--- config.mk ---
export PLATFORM = sky130hd
export DESIGN_NAME = scramble_mod_seq
export DESIGN_NICKNAME = d
export VERILOG_FILES = /design/src/rtl/scramble_mod_seq.sv
export SDC_FILE = /design/constraint.sdc
export NUM_CORES = 1
export LEC_CHECK = 0
export CELL_PAD_IN_SITES_DETAIL_PLACEMENT = 0
export CELL_PAD_IN_SITES_GLOBAL_PLACEMENT = 2
export CORE_MARGIN = 5
export CORE_UTILIZATION = 34
export DETAILED_ROUTE_END_ITERATION = 8
export GPL_TIMING_DRIVEN = 0
export PLACE_DENSITY_LB_ADDON = 0.05
export SYNTH_ARGS = -nofsm -noshare
export SYNTH_HDL_FRONTEND = slang
export SYNTH_SLANG_ARGS = --single-unit
--- constraint.sdc ---
create_clock -name clk -period 1.5 [get_ports clk]
set_input_delay 0.15 -clock clk [delete_from_list [all_inputs] [get_ports clk]]
set_output_delay 0.15 -clock clk [all_outputs]
set_load 0.01 [all_outputs]
--- src/rtl/scramble_mod_seq.sv ---
// scramble_mod_seq: sequential modulo reducer for the scrambler datapath.
// A latched RW-bit random word is divided by N = MIN_N + mode*STEP.
// The divider is a restoring shift-subtract loop that runs one bit per cycle.
// The remainder is presented as index and the quotient as quotient.
// Handshake: start is accepted in IDLE, busy is high during RUN, and done pulses for one cycle.
module scramble_mod_seq #(
  parameter int RW    = 4,
  parameter int MW    = 2,
  parameter int IW    = 3,
  parameter int MIN_N = 2,
  parameter int STEP  = 2
) (
  input  logic          clk,
  input  logic          rst,
  input  logic          start,
  input  logic [RW-1:0] random,
  input  logic [MW-1:0] mode,
  output logic          busy,
  output logic          done,
  output logic [IW-1:0] index,
  output logic [RW-1:0] quotient
);

  // Remainder/modulus width: one guard bit above the index width.
  localparam int NW    = IW + 1;
  localparam int CW    = (RW > 1) ? $clog2(RW) : 1;
  localparam int MAX_N = MIN_N + ((1 << MW) - 1) * STEP;

  // Reject parameter sets whose modulus table cannot be represented.
  if (MIN_N < 1) begin : g_chk_min_n
    $error("scramble_mod_seq: MIN_N must be >= 1");
  end
  if ((1 << IW) < MAX_N) begin : g_chk_iw
    $error("scramble_mod_seq: IW too small for largest modulus");
  end
  if (RW < 2) begin : g_chk_rw
    $error("scramble_mod_seq: RW must be >= 2");
  end

  typedef enum logic [1:0] {
    S_IDLE = 2'd0,
    S_RUN  = 2'd1,
    S_DONE = 2'd2
  } state_t;

  state_t        state_r;
  logic [RW-1:0] d_r;     // dividend shift register, MSB consumed first
  logic [RW-1:0] q_r;     // quotient accumulator
  logic [NW-1:0] rem_r;   // partial remainder, always < N
  logic [NW-1:0] n_r;     // modulus latched at start
  logic [CW-1:0] cnt_r;   // iterations left minus one

  logic [NW-1:0] n_sel_s;
  logic [NW-1:0] t_s;
  logic [NW-1:0] rem_next_s;
  logic          qbit_s;
  logic [RW-1:0] q_next_s;

  // Modulus selected by mode from the arithmetic table.
  always_comb begin
    n_sel_s = NW'(MIN_N) + NW'(mode) * NW'(STEP);
  end

  // One restoring division step.
  // rem_r < N <= 2^IW, so dropping rem_r's top bit while shifting loses nothing.
  always_comb begin
    t_s        = NW'({rem_r, d_r[RW-1]});
    rem_next_s = t_s;
    qbit_s     = 1'b0;
    if (t_s >= n_r) begin
      rem_next_s = t_s - n_r;
      qbit_s     = 1'b1;
    end else begin
      rem_next_s = t_s;
      qbit_s     = 1'b0;
    end
    q_next_s = RW'({q_r, qbit_s});
  end

  // Control FSM, datapath registers and registered outputs.
  // The final iteration writes straight to index/quotient.
  always_ff @(posedge clk or negedge rst) begin
    if (!rst) begin
      state_r  <= S_IDLE;
      d_r      <= {RW{1'b0}};
      q_r      <= {RW{1'b0}};
      rem_r    <= {NW{1'b0}};
      n_r      <= {NW{1'b0}};
      cnt_r    <= {CW{1'b0}};
      busy     <= 1'b0;
      done     <= 1'b0;
      index    <= {IW{1'b0}};
      quotient <= {RW{1'b0}};
    end else begin
      case (state_r)
        S_IDLE: begin
          done <= 1'b0;
          if (start) begin
            d_r     <= random;
            n_r     <= n_sel_s;
            rem_r   <= {NW{1'b0}};
            q_r     <= {RW{1'b0}};
            cnt_r   <= CW'(RW - 1);
            busy    <= 1'b1;
            state_r <= S_RUN;
          end else begin
            busy    <= 1'b0;
            state_r <= S_IDLE;
          end
        end
        S_RUN: begin
          d_r   <= RW'({d_r, 1'b0});
          rem_r <= rem_next_s;
          q_r   <= q_next_s;
          if (cnt_r == {CW{1'b0}}) begin
            index    <= rem_next_s[IW-1:0];
            quotient <= q_next_s;
            done     <= 1'b1;
            busy     <= 1'b0;
            state_r  <= S_DONE;
          end else begin
            cnt_r   <= cnt_r - CW'(1);
            state_r <= S_RUN;
          end
        end
        S_DONE: begin
          // start is deliberately ignored here, spacing operations RW+2 apart.
          done    <= 1'b0;
          busy    <= 1'b0;
          state_r <= S_IDLE;
        end
        default: begin
          done    <= 1'b0;
          busy    <= 1'b0;
          state_r <= S_IDLE;
        end
      endcase
    end
  end

endmodule
==> results.py <==
metrics = {
    "placement": {
        "dpl.cell_count": 171,
        "setup_slack_placement_ns": -0.130,
        "port_buffers": 17,
        "hpwl_um": 1600,
        "final_replace_weighted_congestion": 0.751,
    },
    "clocking": {
        "cts.htree.levels": 1,
        "clock_tree.buffer_depth": 2,
        "cts.reportedPaths.clkPinSlew_ns": 0.16,
        "cts_tree": "built",
        "cts_bufs_inserted": 3,
        "tritoncts_num_sinks": 26,
        "cts.root.buffer_cell": "clkbuf_4",
        "insertion_delay_ns": 0.33,
    },
    "grt": {
        "grt_overflow": 0,
        "grt_pass1_wl_um": 3970,
        "track_usage_pct": 10.1,
        "grt_max_degree": 27,
        "grt_pass1_vias": 845,
        "grt_antenna_before_repair": 0,
    },
    "synthesis": {
        "synth.avg_cell_area_um2": 11.1,
        "adder_cell_share_of_the_synthesized_area_pct": 5.24,
        "synthesis.yosys.warnings": 0,
        "simple_gate_portion_of_the_synthesized_area_pct": 11.7,
        "synth_compound_gate_area_share_pct": 17.0,
        "synth_top_cell_by_area": "dfrtp_1",
        "post-synth-top-area-fraction_pct": 54.5,
        "area_of_the_mapped_netlist_um2": 1190,
        "synth_nets": 122,
        "yosys-mux-area-fraction_pct": 5.55,
        "postSynthRegisterBits": 26,
        "synth_top_family_by_area": "compound AO/OA/AOI/OAI gates",
        "synth_area_leaders": "dfrtp_1 (54%), ha_1 (5.2%), nand2_1 (4.4%)",
        "synthesis.instances": 108,
        "seq_area_frac_synth_pct": 54.5,
        "synth_xor_xnor_area_share_pct": 0.733,
        "synthDistinctLibCells": 26,
    },
    "drt": {
        "post_drt_antenna_nets": 0,
        "vias": 810,
        "routed_wirelength_um": 2300,
        "vias_per_cell": 4.55,
        "detail_route.first_pass.iterations": 4,
        "wl_per_cell_um": 12.9,
        "detail_route.iter0.violations": 21,
        "drt_drc_violations_left": 0,
    },
    "critical_path": {
        "crit_arrival_ns": 1.66,
        "r2r-end": "rem_r[1]$_DFFE_PN0P_",
        "crit_chain": "inv_1 > ha_1 > nand2b_1 > a21o_1 > a21boi_1 > o31ai_1",
        "cp_capture_type": "flop",
        "timing_worst_setup_path_type": "reg2reg",
        "critical_path_required_ns": 1.73,
        "slowest_stage": "dfrtp_1",
        "critical-path-top-delay-family": "compound AO/OA/AOI/OAI gates",
        "critical_path_peak_fanout": 3,
        "worst-r2r-cell-count": 6,
        "timing.critical_path.buf_inv": 1,
        "regToRegSetupSlack_ns": 0.07,
        "regToRegStartpoint": "rem_r[0]$_DFFE_PN0P_",
        "start_kind": "flop",
        "slowest_delay_ns": 0.40,
    },
    "floorplanning": {
        "die_h_um": 69.3,
        "floorplan.die.width_um": 69.3,
        "floorplan.io_pins": 18,
        "std_cell_rows": 21,
        "start_util_pct": 35.5,
        "core_um2": 3360,
        "design.die.area_um2": 4800,
    },
    "sta": {
        "postLayoutSetupSlackWorst_ns": 0.0713,
        "timing.final.hold_violations": 0,
        "fmax_mhz": 700,
        "worst_slew_margin_rel_pct": 59.5,
        "worst_clock_skew_ns": 0.0138,
        "finalSetupViolCount": 0,
        "final_min_period_over_clock_period_pct": 95.2,
        "min_period_ns": 1.43,
        "slew_viol_final": 0,
        "finalSetupTns_ns": 0,
        "worstMarginPinSlew_ns": 0.608,
    },
    "power_and_ir_drop": {
        "power.density_nw_per_um2": 2190,
        "vdd_ir_drop_max_uv": 666,
        "total_power_w": 0.00330,
        "p_leak_nw": 0.696,
    },
    "layout": {
        "nets": 147,
        "area_growth_pct": 25.9,
        "instances_no_fill": 178,
        "final_core_util_pct": 44.7,
        "drive_above_1_share_pct": 15.2,
        "antennaDiodeCount": 0,
    },
    "run": {
        "cap_viol_max_count": 0,
    },
    "status": {
        "result_of_the_run": "complete, no violations",
    },
    "min_path": {
        "hold_path.class": "in2async",
    },
}
[synthesized netlist by cell type (all sizes together)]
cell type / count
a21boi: 1
a21o: 2
a21oi: 6
a22o: 3
a22oi: 3
a31oi: 2
buf: 3
dfrtp: 26
ha: 5
inv: 9
mux2: 4
mux2i: 1
nand2: 15
nand2b: 1
nor2: 7
nor2b: 3
nor3: 2
nor3b: 1
o21ai: 8
o21bai: 1
o31ai: 4
xnor2: 1
[layout make-up]
cell class	instances	area (um2)
flip-flops and latches	26	651
clock buffers	3	22.5
repair buffers	20	190
plain buffers	3	30.0
multi-input cells	70	489
inverters	9	33.8
fillers	346	1860
clock inverters	1	30.0
well taps	46	57.6
[metrics by stage]
stage	hold WS (ns)	instance area [um2]
floorplan	-0.146	1190
global placement	0.455	1420
detailed placement	0.457	1420
CTS	0.410	1480
global route	0.393	1500
finish	0.336	1500
[flip-flops by register name (all words and copies together) (netlist names), 2 cells and up]
register / count
cnt_r: 2
d_r: 4
index: 3
n_r: 3
q_r: 3
quotient: 4
rem_r: 3
state_r: 2
[what timing repair did]
action	in CTS	in global routing
resized for setup	0	3
hold endpoints to repair	0	26
endpoints found under the setup margin	0	6
hold buffers	0	1
setup buffers	0	2
[per-layer routing]
| layer | global-route usage, % | vias up | routed length [um] |
|---|---|---|---|
| li1 | - | 416 | - |
| met4 | 3.90 | 0 | 13 |
| met5 | 0 | - | 0 |
| met3 | 1.88 | 2 | 65 |
| met2 | 15.9 | 11 | 1060 |
| met1 | 13.6 | 381 | 1160 |
[layout by cell type (no fill, tap or decap), types with 2 or more instances in the layout]
cell type,n
dfrtp_1,26
clkdlybuf4s50_1,16
nand2_1,14
inv_1,9
o21ai_0,8
nor2_1,7
a21oi_1,5
ha_1,5
o31ai_1,4
buf_4,3
a22oi_1,3
a22o_1,3
mux2_4,3
clkbuf_4,3
buf_6,2
nor2b_1,2
a31oi_1,2
a21o_1,2
[how the worst max path moves through the flow]
stage	startpoint	endpoint	slack, ns	cells past startpoint
global placement	rst	d_r[1]$_DFFE_PN0P_	-0.12	1
global route	rem_r[0]$_DFFE_PN0P_	rem_r[1]$_DFFE_PN0P_	-0.004	6
floorplan	rem_r[0]$_DFFE_PN0P_	index[1]$_DFFE_PN0P_	0.19	6
detailed placement	rst	d_r[1]$_DFFE_PN0P_	-0.13	1
CTS	rem_r[0]$_DFFE_PN0P_	rem_r[1]$_DFFE_PN0P_	0.007	6
finish	rem_r[0]$_DFFE_PN0P_	rem_r[1]$_DFFE_PN0P_	0.07	6
[report_power, final]
| group | internal [W] | switching, W | leakage, nW | total [W] |
|---|---|---|---|---|
| logic | 0.000803 | 0.000834 | 0.341 | 0.00164 |
| clock network | 0.000270 | 0.000220 | 0.0279 | 0.000491 |
| registers | 0.00101 | 0.000163 | 0.327 | 0.00117 |
| total | 0.00208 | 0.00122 | 0.696 | 0.00330 |
[cells by family (layout without fill, tap and decap cells)]
family          after synthesis  in the layout
xor+xnor                      1              1
mux                           5              5
flops                        26             26
buf+inv                      12             36
simple gates                 29             29
compound gates               30             30
fa+ha+maj                     5              5
(Power assumes the default switching activity.)
